## config.mk

```make
export PLATFORM = sky130hd
export DESIGN_NAME = seq_alu
export DESIGN_NICKNAME = d
export VERILOG_FILES = /design/src/rtl/alu_pkg.sv /design/src/rtl/seq_alu_mul.sv /design/src/rtl/seq_alu.sv
export SDC_FILE = /design/constraint.sdc
export NUM_CORES = 1
export LEC_CHECK = 0
export ABC_AREA = 0
export BUFFER_PORTS_ARGS = -buffer_cell sky130_fd_sc_hd__buf_2
export CAP_MARGIN = 20
export CORE_UTILIZATION = 51
export CTS_BUF_LIST = sky130_fd_sc_hd__clkbuf_8
export DETAILED_ROUTE_END_ITERATION = 8
export PLACE_DENSITY = 0.79
export SYNTH_ARGS = -nofsm -noshare
export SYNTH_HDL_FRONTEND = slang
export SYNTH_SLANG_ARGS = --single-unit
```

## constraint.sdc

```tcl
create_clock -name clk -period 3 [get_ports clk]
set_input_delay 0.45 -clock clk [delete_from_list [all_inputs] [get_ports clk]]
set_output_delay 0.45 -clock clk [all_outputs]
set_load 0.01 [all_outputs]
```

## src/rtl/alu_pkg.sv

```systemverilog
// Shared encodings for the sequential ALU: operation selects and FSM states.
package alu_pkg;

  typedef enum logic [2:0] {
    FuncAdd = 3'b000,
    FuncSub = 3'b001,
    FuncAnd = 3'b010,
    FuncOr  = 3'b011,
    FuncXor = 3'b100,
    FuncShl = 3'b101,
    FuncShr = 3'b110,
    FuncMul = 3'b111
  } alu_func_e;

  localparam logic [1:0] StIdle = 2'd0;
  localparam logic [1:0] StExec = 2'd1;
  localparam logic [1:0] StDone = 2'd2;

endpackage

```

## src/rtl/seq_alu_mul.sv

```systemverilog
// Shift-add multiplier: one multiplier bit consumed per step, WIDTH steps per product.
module seq_alu_mul #(
  parameter int unsigned WIDTH = 8
) (
  input  logic               clk_i,
  input  logic               rst_ni,
  input  logic               load_i,
  input  logic               step_i,
  input  logic [WIDTH-1:0]   a_i,
  input  logic [WIDTH-1:0]   b_i,
  output logic [2*WIDTH-1:0] product_o,
  output logic               finished_o
);

  localparam int unsigned CntW = $clog2(WIDTH);

  logic [WIDTH-1:0]   mcand_q, mcand_d;
  logic [2*WIDTH-1:0] prod_q, prod_d;
  logic [CntW-1:0]    cnt_q, cnt_d;
  logic [WIDTH:0]     sum;

  // Upper half accumulates; multiplier sits in the lower half and shifts out bit by bit.
  always_comb begin
    sum     = {1'b0, prod_q[2*WIDTH-1:WIDTH]} + (prod_q[0] ? {1'b0, mcand_q} : '0);
    mcand_d = mcand_q;
    prod_d  = prod_q;
    cnt_d   = cnt_q;
    if (load_i) begin
      mcand_d = a_i;
      prod_d  = {{WIDTH{1'b0}}, b_i};
      cnt_d   = '0;
    end else if (step_i) begin
      prod_d = {sum, prod_q[WIDTH-1:1]};
      cnt_d  = cnt_q + CntW'(1);
    end
  end

  always_ff @(posedge clk_i or negedge rst_ni) begin
    if (!rst_ni) begin
      mcand_q <= '0;
      prod_q  <= '0;
      cnt_q   <= '0;
    end else begin
      mcand_q <= mcand_d;
      prod_q  <= prod_d;
      cnt_q   <= cnt_d;
    end
  end

  // High on the step that completes the product.
  assign finished_o = step_i && (cnt_q == CntW'(WIDTH - 1));
  assign product_o  = prod_q;

endmodule

```

## src/rtl/seq_alu.sv

```systemverilog
// Sequential ALU: latches an operation on start, executes, then publishes result/flags with done.
module seq_alu
  import alu_pkg::*;
#(
  parameter int unsigned WIDTH  = 8,
  parameter bit          MUL_EN = 1'b1
) (
  input  logic             clk,
  input  logic             rst,
  input  logic             start,
  input  logic [WIDTH-1:0] inputA,
  input  logic [WIDTH-1:0] inputB,
  input  logic             carryIn,
  input  logic [2:0]       func,
  output logic [WIDTH-1:0] result,
  output logic             carryOut,
  output logic             zero,
  output logic             negetive,
  output logic             busy,
  output logic             done
);

  logic [1:0]         state_q, state_d;
  logic [WIDTH-1:0]   a_q, a_d, b_q, b_d;
  logic               ci_q, ci_d;
  alu_func_e          func_q, func_d, func_in;
  logic [WIDTH-1:0]   pend_res_q, pend_res_d;
  logic               pend_co_q, pend_co_d;
  logic [WIDTH-1:0]   result_q, result_d;
  logic               co_q, co_d, zero_q, zero_d, neg_q, neg_d, done_q, done_d;
  logic [WIDTH-1:0]   alu_res, fin_res;
  logic               alu_co, fin_co;
  logic [WIDTH:0]     sum_w;
  logic               is_mul, mul_load, mul_step, mul_fin;
  logic [2*WIDTH-1:0] mul_prod;

  // Without the multiplier, the MUL encoding degrades to ADD at latch time.
  assign func_in  = (!MUL_EN && (func == FuncMul)) ? FuncAdd : alu_func_e'(func);
  assign is_mul   = (func_q == FuncMul);
  assign mul_load = (state_q == StIdle) && start && (func_in == FuncMul);
  assign mul_step = (state_q == StExec) && is_mul;

  seq_alu_mul #(
    .WIDTH(WIDTH)
  ) u_mul (
    .clk_i     (clk),
    .rst_ni    (rst),
    .load_i    (mul_load),
    .step_i    (mul_step),
    .a_i       (inputA),
    .b_i       (inputB),
    .product_o (mul_prod),
    .finished_o(mul_fin)
  );

  always_comb begin
    alu_res = '0;
    alu_co  = 1'b0;
    sum_w   = '0;
    unique case (func_q)
      FuncAdd, FuncMul: begin
        sum_w   = {1'b0, a_q} + {1'b0, b_q} + {{WIDTH{1'b0}}, ci_q};
        alu_res = sum_w[WIDTH-1:0];
        alu_co  = sum_w[WIDTH];
      end
      FuncSub: begin
        sum_w   = {1'b0, a_q} + {1'b0, ~b_q} + {{WIDTH{1'b0}}, ci_q};
        alu_res = sum_w[WIDTH-1:0];
        alu_co  = sum_w[WIDTH];
      end
      FuncAnd: alu_res = a_q & b_q;
      FuncOr:  alu_res = a_q | b_q;
      FuncXor: alu_res = a_q ^ b_q;
      FuncShl: begin
        alu_res = {a_q[WIDTH-2:0], 1'b0};
        alu_co  = a_q[WIDTH-1];
      end
      FuncShr: begin
        alu_res = {1'b0, a_q[WIDTH-1:1]};
        alu_co  = a_q[0];
      end
    endcase
  end

  assign fin_res = is_mul ? mul_prod[WIDTH-1:0] : pend_res_q;
  assign fin_co  = is_mul ? (|mul_prod[2*WIDTH-1:WIDTH]) : pend_co_q;

  always_comb begin
    state_d    = state_q;
    a_d        = a_q;
    b_d        = b_q;
    ci_d       = ci_q;
    func_d     = func_q;
    pend_res_d = pend_res_q;
    pend_co_d  = pend_co_q;
    result_d   = result_q;
    co_d       = co_q;
    zero_d     = zero_q;
    neg_d      = neg_q;
    done_d     = 1'b0;
    case (state_q)
      StIdle: begin
        if (start) begin
          a_d     = inputA;
          b_d     = inputB;
          ci_d    = carryIn;
          func_d  = func_in;
          state_d = StExec;
        end
      end
      StExec: begin
        if (is_mul) begin
          if (mul_fin) state_d = StDone;
        end else begin
          pend_res_d = alu_res;
          pend_co_d  = alu_co;
          state_d    = StDone;
        end
      end
      StDone: begin
        result_d = fin_res;
        co_d     = fin_co;
        zero_d   = (fin_res == '0);
        neg_d    = fin_res[WIDTH-1];
        done_d   = 1'b1;
        state_d  = StIdle;
      end
      default: state_d = StIdle;
    endcase
  end

  always_ff @(posedge clk or negedge rst) begin
    if (!rst) begin
      state_q    <= StIdle;
      a_q        <= '0;
      b_q        <= '0;
      ci_q       <= 1'b0;
      func_q     <= FuncAdd;
      pend_res_q <= '0;
      pend_co_q  <= 1'b0;
      result_q   <= '0;
      co_q       <= 1'b0;
      zero_q     <= 1'b1;
      neg_q      <= 1'b0;
      done_q     <= 1'b0;
    end else begin
      state_q    <= state_d;
      a_q        <= a_d;
      b_q        <= b_d;
      ci_q       <= ci_d;
      func_q     <= func_d;
      pend_res_q <= pend_res_d;
      pend_co_q  <= pend_co_d;
      result_q   <= result_d;
      co_q       <= co_d;
      zero_q     <= zero_d;
      neg_q      <= neg_d;
      done_q     <= done_d;
    end
  end

  assign result   = result_q;
  assign carryOut = co_q;
  assign zero     = zero_q;
  assign negetive = neg_q;
  assign done     = done_q;
  assign busy     = (state_q != StIdle);

endmodule

```

==> results of run 1 <==
[through the flow]
step,setup WS [ns],utilization
2_1_floorplan,0.492,-
3_3_place_gp,0.349,0.564
3_5_place_dp,0.247,0.564
4_1_cts,0.217,0.583
5_1_grt,0.0415,0.583
6_report,0.193,0.583
[area by class of cell]
type / count / area share
flip-flops and latches: 69 / 0.355
multi-input cells: 371 / 0.514
repair buffers: 43 / 0.0484
clock inverters: 7 / 0.00721
inverters: 29 / 0.0224
well taps: 105 / 0.0270
clock buffers: 9 / 0.0255
[logic make-up (layout without fill, tap and decap cells)]
family / Yosys count / in the layout / synth area share
compound gates: 146 / 146 / 0.202
simple gates: 151 / 151 / 0.162
buf+inv: 56 / 88 / 0.0548
flops: 69 / 69 / 0.386
mux: 23 / 23 / 0.0543
fa+ha+maj: 38 / 38 / 0.115
xor+xnor: 13 / 13 / 0.0255
[Yosys cell counts, drive strengths merged, types with 2 or more instances]
cell,n
dfrtp,68
a22o,5
o22ai,5
o21a,4
xnor2,9
o21bai,3
and2,11
nand2b,8
a2bb2oi,2
xor2,4
ha,33
nand2,69
a22oi,9
nor3,6
mux2i,13
o221ai,2
or2,2
a311oi,4
o31ai,2
nor4,8
clkbuf,10
a211oi,3
a21o,4
nor2,25
fa,5
a31oi,2
and3,2
o21ai,62
a221oi,3
mux2,10
nand3,7
buf,17
inv,29
a21oi,29
nor2b,6
[sequential cells by signal, summed over array words and instances, names as in the netlist, 2 cells and up]
signal           flops
func_q               3
u_mul.product_o     16
a_q                  8
b_q                  8
u_mul.cnt_q          3
result               8
pend_res_q           8
u_mul.mcand_q        8
state_q              2
[power by group through the flow]
stage | sequential, mW | clock (mW) | combinational [mW]
after CTS | 1.74 | 0.650 | 3.26
final | 1.75 | 0.636 | 3.32
after global routing | 1.80 | 0.693 | 3.71
after floorplan | 1.64 | 0 | 2.56
after global placement | 1.73 | 0 | 3.14
after detailed placement | 1.76 | 0 | 3.24
[final timing paths]
| path | from | cells after the start | slack (ns) | end |
|---|---|---|---|---|
| worst min register to register | result[6] | 2 | 0.48 | result[6] |
| max in group asynchronous | rst | 2 | 2.13 | func_q[1] |
| worst max-delay path | a_q[0] | 9 | 0.19 | pend_res_q[6] |
| worst max register to register | a_q[0] | 9 | 0.19 | pend_res_q[6] |
| worst min-delay path | rst | 1 | 0.11 | state_q[0] |
| min in group clk | carryIn | 3 | 0.31 | ci_q |
[critical path: stages (launching register included)]
cell and delay [ns]:
dfrtp_1 0.36, inv_1 0.15, fa_1 0.53, fa_1 0.45, or2_1 0.27, a221oi_2 0.31
or4_1 0.18, a21oi_2 0.06, nor4_2 0.29, a221oi_2 0.08
[per-layer routing]
layer  routed length [microns]  vias to the layer above
met5                         0                        -
met4                       211                        0
met3                       678                       21
met2                      5000                      171
met1                      5110                     1779
li1                          -                     1792
==> reports/metrics.cfg, run 1 <==
[power]
p_sw_mw=2.72
internal_power_mw=2.99
swShare=0.476
cellPowerDensity_nw_per_um2=1170
total_power_mw=5.70
combPwrFrac=0.582
power.leakage_nw=2.33
vdd_drop_max_uv=488
clkPwrFrac=0.112
power.share.sequential=0.307

[floorplanning]
start_util=0.536
coreArea_sq_um=8340
boundaryPins=36
dieArea_sq_um=9150
die_x_microns=95.6
die_h_microns=95.6
fp-row-count=33

[sta]
clock_skew_ns=0.00760
hold_viol_final=0
fin_crit_ns=2.81
tightest_slew_ns=0.785
hold-worst-slack_ns=0.107
fmax_mhz=356
tns_ns=0
finalCritPeriodShare=0.936
setup_violations=0
drv_slew=0
rsz0062_at_grt=false
max_slew_margin=0.477

[drt]
vias_per_cell=5.94
drc_errors=0
drt_wl_total_mm=11.0
dr.pass1.iters=5
drt-wirelength-per-cell_microns=17.4
first_iter_violations=336
vias=3763
postRouteAntennaNets=0

[logic_synthesis]
ys_types=61
ys_seq_elements=69
syn_area_sq_um=4470
synth_top_area_frac=0.381
synth_area_leaders=dfrtp_1, ha_1, nand2_1
synth_nets=557
yosysWarnings=0
ys_seq_area_frac=0.386
async_flop_share=1.00
synth_edf_count=0
syn_avg_cell_area_sq_um=9.02
synthCells=496
yosys.area.top_type=dfrtp_1
ys.flop_type=dfrtp_1

[final_layout]
final_common_cell=nand2_1
fin_nets=584
n_fill_cell=730
final_cell_mix=nand2_1, dfrtp_1, o21ai_0
antenna_cells=0
multi_input_area_sq_um=2500
final_cell_area_sq_um=4860
seq_area_sq_um=1730
synthToLayoutAreaGrowth_pct=8.70
finalNonFillerCells=633
drive_above_1_share=0.131

[clock_network]
post_cts_resized=0
numCtsBuffers=9
post_cts_buffers=0
cts_buffer_depth=2
cts_tree=yes
clk_latency_ns=0.34
clockRootBuffer=clkbuf_8
htree_levels=3
clock_sinks=69
postCtsHoldBufs=0
path_clk_slew_ns=0.07

[setup_path]
start_kind=flip-flop
crit_type=reg -> reg
worstPathArrival_ns=3.02
path_max_fanout=7
cp-end-kind=flip-flop
cp.required_ns=3.22

[place]
io_buffers=35
place.gp.congestion=0.982
dp.cells=617
detailed_place.area_sq_um=4700
hpwlAfterDp_mm=8.32

[hold_path]
holdCritPathClass=in -> async

[global_routing]
use_met1=0.361
grt_pass1_vias=3684
grt_pass1_wl_mm=18.3
grt_max_degree=40
grt_use_met2=0.426
grt-ovfl-total=0
grt_usage=0.266
grt_use_met3=0.0526
busiest_layer=met2
antenna_found_initial=0

[job]
drv_cap=0

[run_status]
status=complete, no violations

(Power assumes the default switching activity.)
==> run 2, diff against run 1 <==
--- a/config.mk
+++ b/config.mk
@@ -6,12 +6,12 @@
 export NUM_CORES = 1
 export LEC_CHECK = 0
 export ABC_AREA = 0
-export BUFFER_PORTS_ARGS = -buffer_cell sky130_fd_sc_hd__buf_2
 export CAP_MARGIN = 20
 export CORE_UTILIZATION = 51
 export CTS_BUF_LIST = sky130_fd_sc_hd__clkbuf_8
 export DETAILED_ROUTE_END_ITERATION = 8
-export PLACE_DENSITY = 0.79
+export DONT_BUFFER_PORTS = 1
+export PLACE_DENSITY = 0.75
 export SYNTH_ARGS = -nofsm -noshare
 export SYNTH_HDL_FRONTEND = slang
 export SYNTH_SLANG_ARGS = --single-unit
==> run 2 against run 1 <==
Against the previous run: first-iteration DRC count down 12%; utilization down 1.5 points; combinational power shrank 3%; final area shrank 2.6%; register-to-register slack improved by 0.08 ns; setup slack improved by 0.083 ns; sequential share of layout area up 0.96 points; critical path depth unchanged; non-clock buffer count is 34 lower; routed wire length is 1.3% lower; global-route usage hardly changed; fmax rose by 3.0%; critical path type unchanged; critical endpoint unchanged; largest cell class unchanged; largest power group unchanged; highest routed layer unchanged.
==> reports/metrics.cfg, run 2 (synthesis gave the netlist of run 1 again) <==
[setup_path]
start_kind=flip-flop  ; unchanged
cpLargestDelayFamily=adder cells  ; unchanged
cp.required_ns=3.22  ; about the same
critPathBufInv=1  ; unchanged
cp.depth=9  ; unchanged
worstPathArrival_ns=2.94  ; was 3.02 ns
path_max_fanout=7  ; unchanged
timing.reg2reg.setup_slack_ns=0.28  ; was 0.19 ns
cp-end-kind=flip-flop  ; unchanged
slowest_stage=fa_1  ; unchanged
rr_worst_depth=9  ; unchanged
crit_type=reg -> reg  ; unchanged
crit_path_max_incr_delay_ns=0.51  ; was 0.53 ns
cp_cell_sequence=inv_1 -> fa_1 -> fa_1 -> or2_1 -> a221oi_2 -> or4_1 -> a21oi_2 -> nor4_2 -> a221oi_2  ; unchanged

[place]
detailed_place.area_sq_um=4520  ; was 4700 sq um
place.gp.congestion=0.933  ; was 0.982
io_buffers=0  ; was 35
dp.cells=581  ; was 617
hpwlAfterDp_mm=8.18  ; was 8.32 mm

[clock_network]
postCtsHoldBufs=2  ; was 0
cts_tree=yes  ; unchanged
post_cts_resized=0  ; unchanged
cts_buffer_depth=2  ; unchanged
numCtsBuffers=9  ; unchanged
path_clk_slew_ns=0.08  ; was 0.07 ns
clock_sinks=69  ; unchanged
post_cts_buffers=0  ; unchanged
clockRootBuffer=clkbuf_8  ; unchanged
clk_latency_ns=0.35  ; was 0.34 ns
htree_levels=3  ; unchanged

[final_layout]
final_cell_mix=nand2_1, dfrtp_1, o21ai_0  ; unchanged
finalNonFillerCells=599  ; was 633
antenna_cells=0  ; unchanged
largest_reg_flops=16  ; unchanged
final_common_cell=nand2_1  ; unchanged
drive_above_1_share=0.0729  ; was 0.131
synthToLayoutAreaGrowth_pct=5.85  ; was 8.70%
final_cell_area_sq_um=4730  ; was 4860 sq um
n_fill_cell=737  ; was 730
fin_nets=550  ; was 584

[drt]
first_iter_violations=295  ; was 336
drc_errors=0  ; unchanged
drt_wl_total_mm=10.9  ; was 11.0 mm
vias_per_cell=5.95  ; was 5.94
drt-wirelength-per-cell_microns=18.1  ; was 17.4 microns
postRouteAntennaNets=0  ; unchanged
dr.pass1.iters=4  ; was 5
vias=3564  ; was 3763

[sta]
drv_slew=0  ; unchanged
tightest_slew_ns=0.614  ; was 0.785 ns
rsz0062_at_grt=false  ; unchanged
clock_skew_ns=0.00875  ; was 0.00760 ns
hold-worst-slack_ns=0.222  ; was 0.107 ns
max_slew_margin=0.591  ; was 0.477
hold_viol_final=0  ; unchanged
finalCritPeriodShare=0.908  ; was 0.936
tns_ns=0  ; unchanged
fmax_mhz=367  ; was 356 MHz
fin_crit_ns=2.72  ; was 2.81 ns
setup_violations=0  ; unchanged

[power]
swShare=0.476  ; about the same
total_power_mw=5.66  ; was 5.70 mW
combPwrFrac=0.570  ; was 0.582
internal_power_mw=2.97  ; was 2.99 mW
power.share.sequential=0.310  ; was 0.307
clkPwrFrac=0.120  ; was 0.112
cellPowerDensity_nw_per_um2=1200  ; was 1170 nW/um^2
power.leakage_nw=2.20  ; was 2.33 nW
p_sw_mw=2.70  ; was 2.72 mW
vdd_drop_max_uv=702  ; was 488 uV

[floorplanning]
boundaryPins=36  ; unchanged
start_util=0.536  ; unchanged
fp-row-count=33  ; unchanged
die_x_microns=95.6  ; unchanged
coreArea_sq_um=8340  ; unchanged
die_h_microns=95.6  ; unchanged
dieArea_sq_um=9150  ; unchanged

[global_routing]
grt_usage=0.266  ; about the same
grt-ovfl-total=0  ; unchanged
grt_pass1_vias=3511  ; was 3684
antenna_found_initial=0  ; unchanged
grt_max_degree=70  ; was 40
grt_pass1_wl_mm=18.1  ; was 18.3 mm

[job]
drv_cap=0  ; unchanged

[run_status]
status=complete, no violations  ; unchanged

[hold_path]
holdCritPathClass=in -> reg  ; was in -> async
hold_depth=2

==> run 2: per-stage QoR <==
stage               utilization  setup WS (ns)
floorplan                     -          0.492
global placement          0.542          0.349
detailed placement        0.542          0.296
CTS                       0.568          0.283
global route              0.568         0.0492
finish                    0.568          0.276
==> run 2: final timing paths <==
| path | to | from |
|---|---|---|
| max | pend_res_q[6] | a_q[0] |
| min | func_q[1] | func[1] |
| max reg2reg | pend_res_q[6] | a_q[0] |
| min reg2reg | u_mul.mcand_q[7] | u_mul.mcand_q[7] |
| max in group asynchronous | ci_q | rst |
| min in group asynchronous | carryOut | rst |
==> run 2: metal layers <==
| metal | wire (microns) | vias up | part of all wire | GRT usage |
|---|---|---|---|---|
| met5 | 0 | - | 0 | 0 |
| met4 | 108 | 0 | 0.0099 | 0.0647 |
| met3 | 756 | 11 | 0.070 | 0.0694 |
| met2 | 4930 | 124 | 0.45 | 0.419 |
| met1 | 5060 | 1707 | 0.47 | 0.366 |
| li1 | - | 1722 | - | - |
==> run 2: layout make-up <==
class | count | area [sq um] | area share
clock buffer | 10 | 138 | 0.0291
clock inverter | 6 | 38.8 | 0.00819
inverter | 29 | 109 | 0.0230
multi-input combinational | 371 | 2500 | 0.528
sequential | 69 | 1730 | 0.365
tap | 105 | 131 | 0.0278
timing repair buffer | 9 | 90.1 | 0.0190
==> run 2: power groups by stage <==
stage	logic [mW]	registers, mW	clock network, mW
floorplan	2.56	1.64	0
detailed placement	3.14	1.78	0
CTS	3.18	1.76	0.687
global route	3.60	1.83	0.735
finish	3.23	1.76	0.679
global placement	3.08	1.76	0
==> run 3, diff against run 2 <==
--- a/config.mk
+++ b/config.mk
@@ -5,13 +5,14 @@
 export SDC_FILE = /design/constraint.sdc
 export NUM_CORES = 1
 export LEC_CHECK = 0
-export ABC_AREA = 0
+export ABC_AREA = 1
 export CAP_MARGIN = 20
+export CORE_ASPECT_RATIO = 1.1
 export CORE_UTILIZATION = 51
 export CTS_BUF_LIST = sky130_fd_sc_hd__clkbuf_8
 export DETAILED_ROUTE_END_ITERATION = 8
 export DONT_BUFFER_PORTS = 1
-export PLACE_DENSITY = 0.75
+export PLACE_DENSITY = 0.78
 export SYNTH_ARGS = -nofsm -noshare
 export SYNTH_HDL_FRONTEND = slang
 export SYNTH_SLANG_ARGS = --single-unit
==> constraint.sdc (replaced) <==
create_clock -name clk -period 2.3 [get_ports clk]
set_input_delay 0.345 -clock clk [delete_from_list [all_inputs] [get_ports clk]]
set_output_delay 0.345 -clock clk [all_outputs]
set_load 0.01 [all_outputs]
==> run 3 against run 2 <==
Against the previous run: total power up 25%; routed wire length rose by 2.2%; hold slack worse by 0.10 ns; die area is 0.11% lower.
==> reports/metrics.cfg, run 3 <==
[run_status]
status=complete, no violations  ; unchanged

[setup_path]
rr_worst_depth=12  ; was 9
cp.required_ns=2.55  ; was 3.22 ns
start_kind=flip-flop  ; unchanged
worstPathArrival_ns=2.40  ; was 2.94 ns
r2r_end=pend_res_q[6]  ; unchanged
timing.reg2reg.setup_slack_ns=0.15  ; was 0.28 ns
worst_path_most_repeated_cell=nand2_1
crit_path_max_incr_delay_ns=0.42  ; was 0.51 ns
r2r_start=a_q[0]  ; unchanged
cp_cell_sequence=inv_2 -> fa_2 -> fa_1 -> nand3b_1 -> nand2_1 -> nand2_1 -> nand2_1 -> nand2_1 -> nand3_1 -> nand2_1 -> nand3_1 -> nand2_1  ; was inv_1 -> fa_1 -> fa_1 -> or2_1 -> a221oi_2 -> or4_1 -> a21oi_2 -> nor4_2 -> a221oi_2
slowest_stage=fa_2  ; was fa_1
crit_type=reg -> reg  ; unchanged
path_max_fanout=5  ; was 7
cp-end-kind=flip-flop  ; unchanged

[sta]
tns_ns=0  ; unchanged
tightest_slew_ns=0.646  ; was 0.614 ns
drv_slew=0  ; unchanged
hold_viol_final=0  ; unchanged
rsz0062_at_grt=false  ; unchanged
finalCritPeriodShare=0.935  ; was 0.908
clock_skew_ns=0.0112  ; was 0.00875 ns
fmax_mhz=465  ; was 367 MHz
fin_crit_ns=2.15  ; was 2.72 ns
setup_violations=0  ; unchanged
max_slew_margin=0.569  ; was 0.591

[clock_network]
htree_levels=3  ; unchanged
cts_tree=yes  ; unchanged
clk_latency_ns=0.35  ; about the same
clockRootBuffer=clkbuf_8  ; unchanged
clock_sinks=69  ; unchanged
path_clk_slew_ns=0.08  ; about the same
numCtsBuffers=9  ; unchanged
cts_buffer_depth=2  ; unchanged

[logic_synthesis]
yosysWarnings=0  ; unchanged
yosys.area.top_type=dfrtp_1  ; unchanged
ys_seq_area_frac=0.387  ; was 0.386
synth_nets=653  ; was 557
ys_seq_elements=69  ; unchanged
syn_avg_cell_area_sq_um=7.55  ; was 9.02 sq um
synth_top_area_frac=0.381  ; about the same
yosysMostFrequentCell=nand2_1  ; unchanged
synth_edf_count=0  ; unchanged
synth_area_leaders=dfrtp_1, nand2_1, ha_1  ; was dfrtp_1, ha_1, nand2_1
synthCells=592  ; was 496
ys.flop_type=dfrtp_1  ; unchanged
async_flop_share=1.00  ; unchanged
netlist_top_cells_count=nand2_1, inv_1, dfrtp_1, o21ai_0, ha_1  ; was nand2_1, dfrtp_1, o21ai_0, ha_1, a21oi_1
ys_types=41  ; was 61
syn_area_sq_um=4470  ; about the same

[hold_path]
hold_depth=2  ; unchanged
min_from=inputB[3]  ; was func[1]
worst_hold_path.endpoint=b_q[3]  ; was func_q[1]
holdCritPathClass=in -> reg  ; unchanged

[drt]
drt_wl_total_mm=11.1  ; was 10.9 mm
first_iter_violations=234  ; was 295
vias_per_cell=5.48  ; was 5.95
dr.pass1.iters=7  ; was 4
postRouteAntennaNets=0  ; unchanged
drc_errors=0  ; unchanged
drt-wirelength-per-cell_microns=15.7  ; was 18.1 microns
vias=3872  ; was 3564

[global_routing]
grt_pass1_vias=3685  ; was 3511
grt_pass1_wl_mm=18.3  ; was 18.1 mm
grt_max_degree=70  ; unchanged
grt_usage=0.260  ; was 0.266
antenna_found_initial=0  ; unchanged
grt-ovfl-total=0  ; unchanged

[final_layout]
final_cell_mix=nand2_1, inv_1, dfrtp_1  ; was nand2_1, dfrtp_1, o21ai_0
fin_nets=652  ; was 550
largest_reg_flops=16  ; unchanged
n_fill_cell=822  ; was 737
antenna_cells=0  ; unchanged
final_common_cell=nand2_1  ; unchanged
drive_above_1_share=0.0638  ; was 0.0729
synthToLayoutAreaGrowth_pct=6.55  ; was 5.85%

[floorplanning]
start_util=0.528  ; was 0.536
dieArea_sq_um=9140  ; was 9150 sq um
boundaryPins=36  ; unchanged
die_x_microns=91.2  ; was 95.6 microns
fp-row-count=35  ; was 33
coreArea_sq_um=8450  ; was 8340 sq um
die_h_microns=100  ; was 95.6 microns

[place]
io_buffers=0  ; unchanged
place.gp.congestion=0.887  ; was 0.933
hpwlAfterDp_mm=8.48  ; was 8.18 mm

[power]
total_power_mw=7.10  ; was 5.66 mW
cellPowerDensity_nw_per_um2=1490  ; was 1200 nW/um^2
vdd_drop_max_uv=822  ; was 702 uV
power.leakage_nw=2.53  ; was 2.20 nW

[job]
drv_cap=0  ; unchanged

-- run 3: cell types whose count changed in the layout (fill, tap and decap cells not counted), sizes merged, moves of 7 or more --
cell    before  now
nand2       69  170
inv         29   93
nand3        7   33
mux2i       13    0
a21oi       29   18
mux2        10    0
and2        11    2
nand4        0    9
nand2b       8    0
xnor2        9    2
-- run 3: final cells by class --
type	instances	area, sq um	share of cell area
Tap cell	111	139	0.0292
Timing Repair Buffer	7	75.1	0.0158
Sequential cell	69	1730	0.363
Multi-Input combinational cell	411	2290	0.482
Inverter	93	352	0.0739
Clock inverter	7	48.8	0.0103
Clock buffer	9	124	0.0260
-- run 3: routing by layer --
| metal | track usage | up-vias | wire length (microns) |
|---|---|---|---|
| li1 | - | 1908 | - |
| met1 | 0.342 | 1814 | 4900 |
| met2 | 0.421 | 130 | 5240 |
| met3 | 0.0636 | 20 | 696 |
| met4 | 0.0916 | 0 | 257 |
| met5 | 0 | - | 0 |
-- run 3: worst max path at each step --
stage	from	end	slack (ns)	depth (start not counted)
after floorplan	a_q[0]	pend_res_q[6]	0.25	12
after global placement	a_q[0]	pend_res_q[6]	0.10	12
after detailed placement	a_q[0]	pend_res_q[6]	0.05	12
after CTS	a_q[0]	pend_res_q[6]	0.04	12
after global routing	a_q[0]	pend_res_q[6]	0.01	12
final	a_q[0]	pend_res_q[6]	0.15	12
-- run 3: cells by family (layout without fill, tap and decap cells) --
| group | Yosys count | count (layout) | synth area share |
|---|---|---|---|
| AO/OA/AOI/OAI | 110 | 110 | 0.140 |
| adder cells (fa/ha/maj) | 38 | 38 | 0.115 |
| flip-flops | 69 | 69 | 0.387 |
| AND/OR/NAND/NOR | 257 | 257 | 0.246 |
| XOR/XNOR | 6 | 6 | 0.0118 |
| buffers and inverters | 112 | 116 | 0.101 |
-- run 3: timing repair --
action	CTS	global route
setup endpoints to repair	0	3
gates resized for setup	0	3
buffers inserted	0	0
hold buffers	2	0
endpoints found under the hold margin	69	0
-- run 3: where the power goes --
group	leakage [nW]	internal [mW]	switching, mW
clock	0.0898	0.394	0.499
combinational	1.57	1.40	2.55
sequential	0.874	1.74	0.513
-- run 3: per-stage QoR --
| step | utilization | setup slack (ns) | cell area, sq um | hold slack [ns] | instances |
|---|---|---|---|---|---|
| finish | 0.563 | 0.148 | 4760 | 0.120 | 707 |
| global placement | 0.538 | 0.104 | 4540 | 0.0511 | 689 |
| floorplan | - | 0.254 | 4470 | 0.0494 | 592 |
| detailed placement | 0.538 | 0.0536 | 4540 | 0.0512 | 689 |
| global route | 0.563 | 0.00975 | 4760 | 0.120 | 707 |
| CTS | 0.563 | 0.0374 | 4750 | 0.114 | 707 |
-- run 3: critical path, delay by kind of cell (launching register included) --
| kind | cells | cell delay, ns |
|---|---|---|
| buffers and inverters | 1 | 0.09 |
| adders and majority gates | 2 | 0.84 |
| and+or+nand+nor | 9 | 0.73 |
| DFF | 1 | 0.38 |
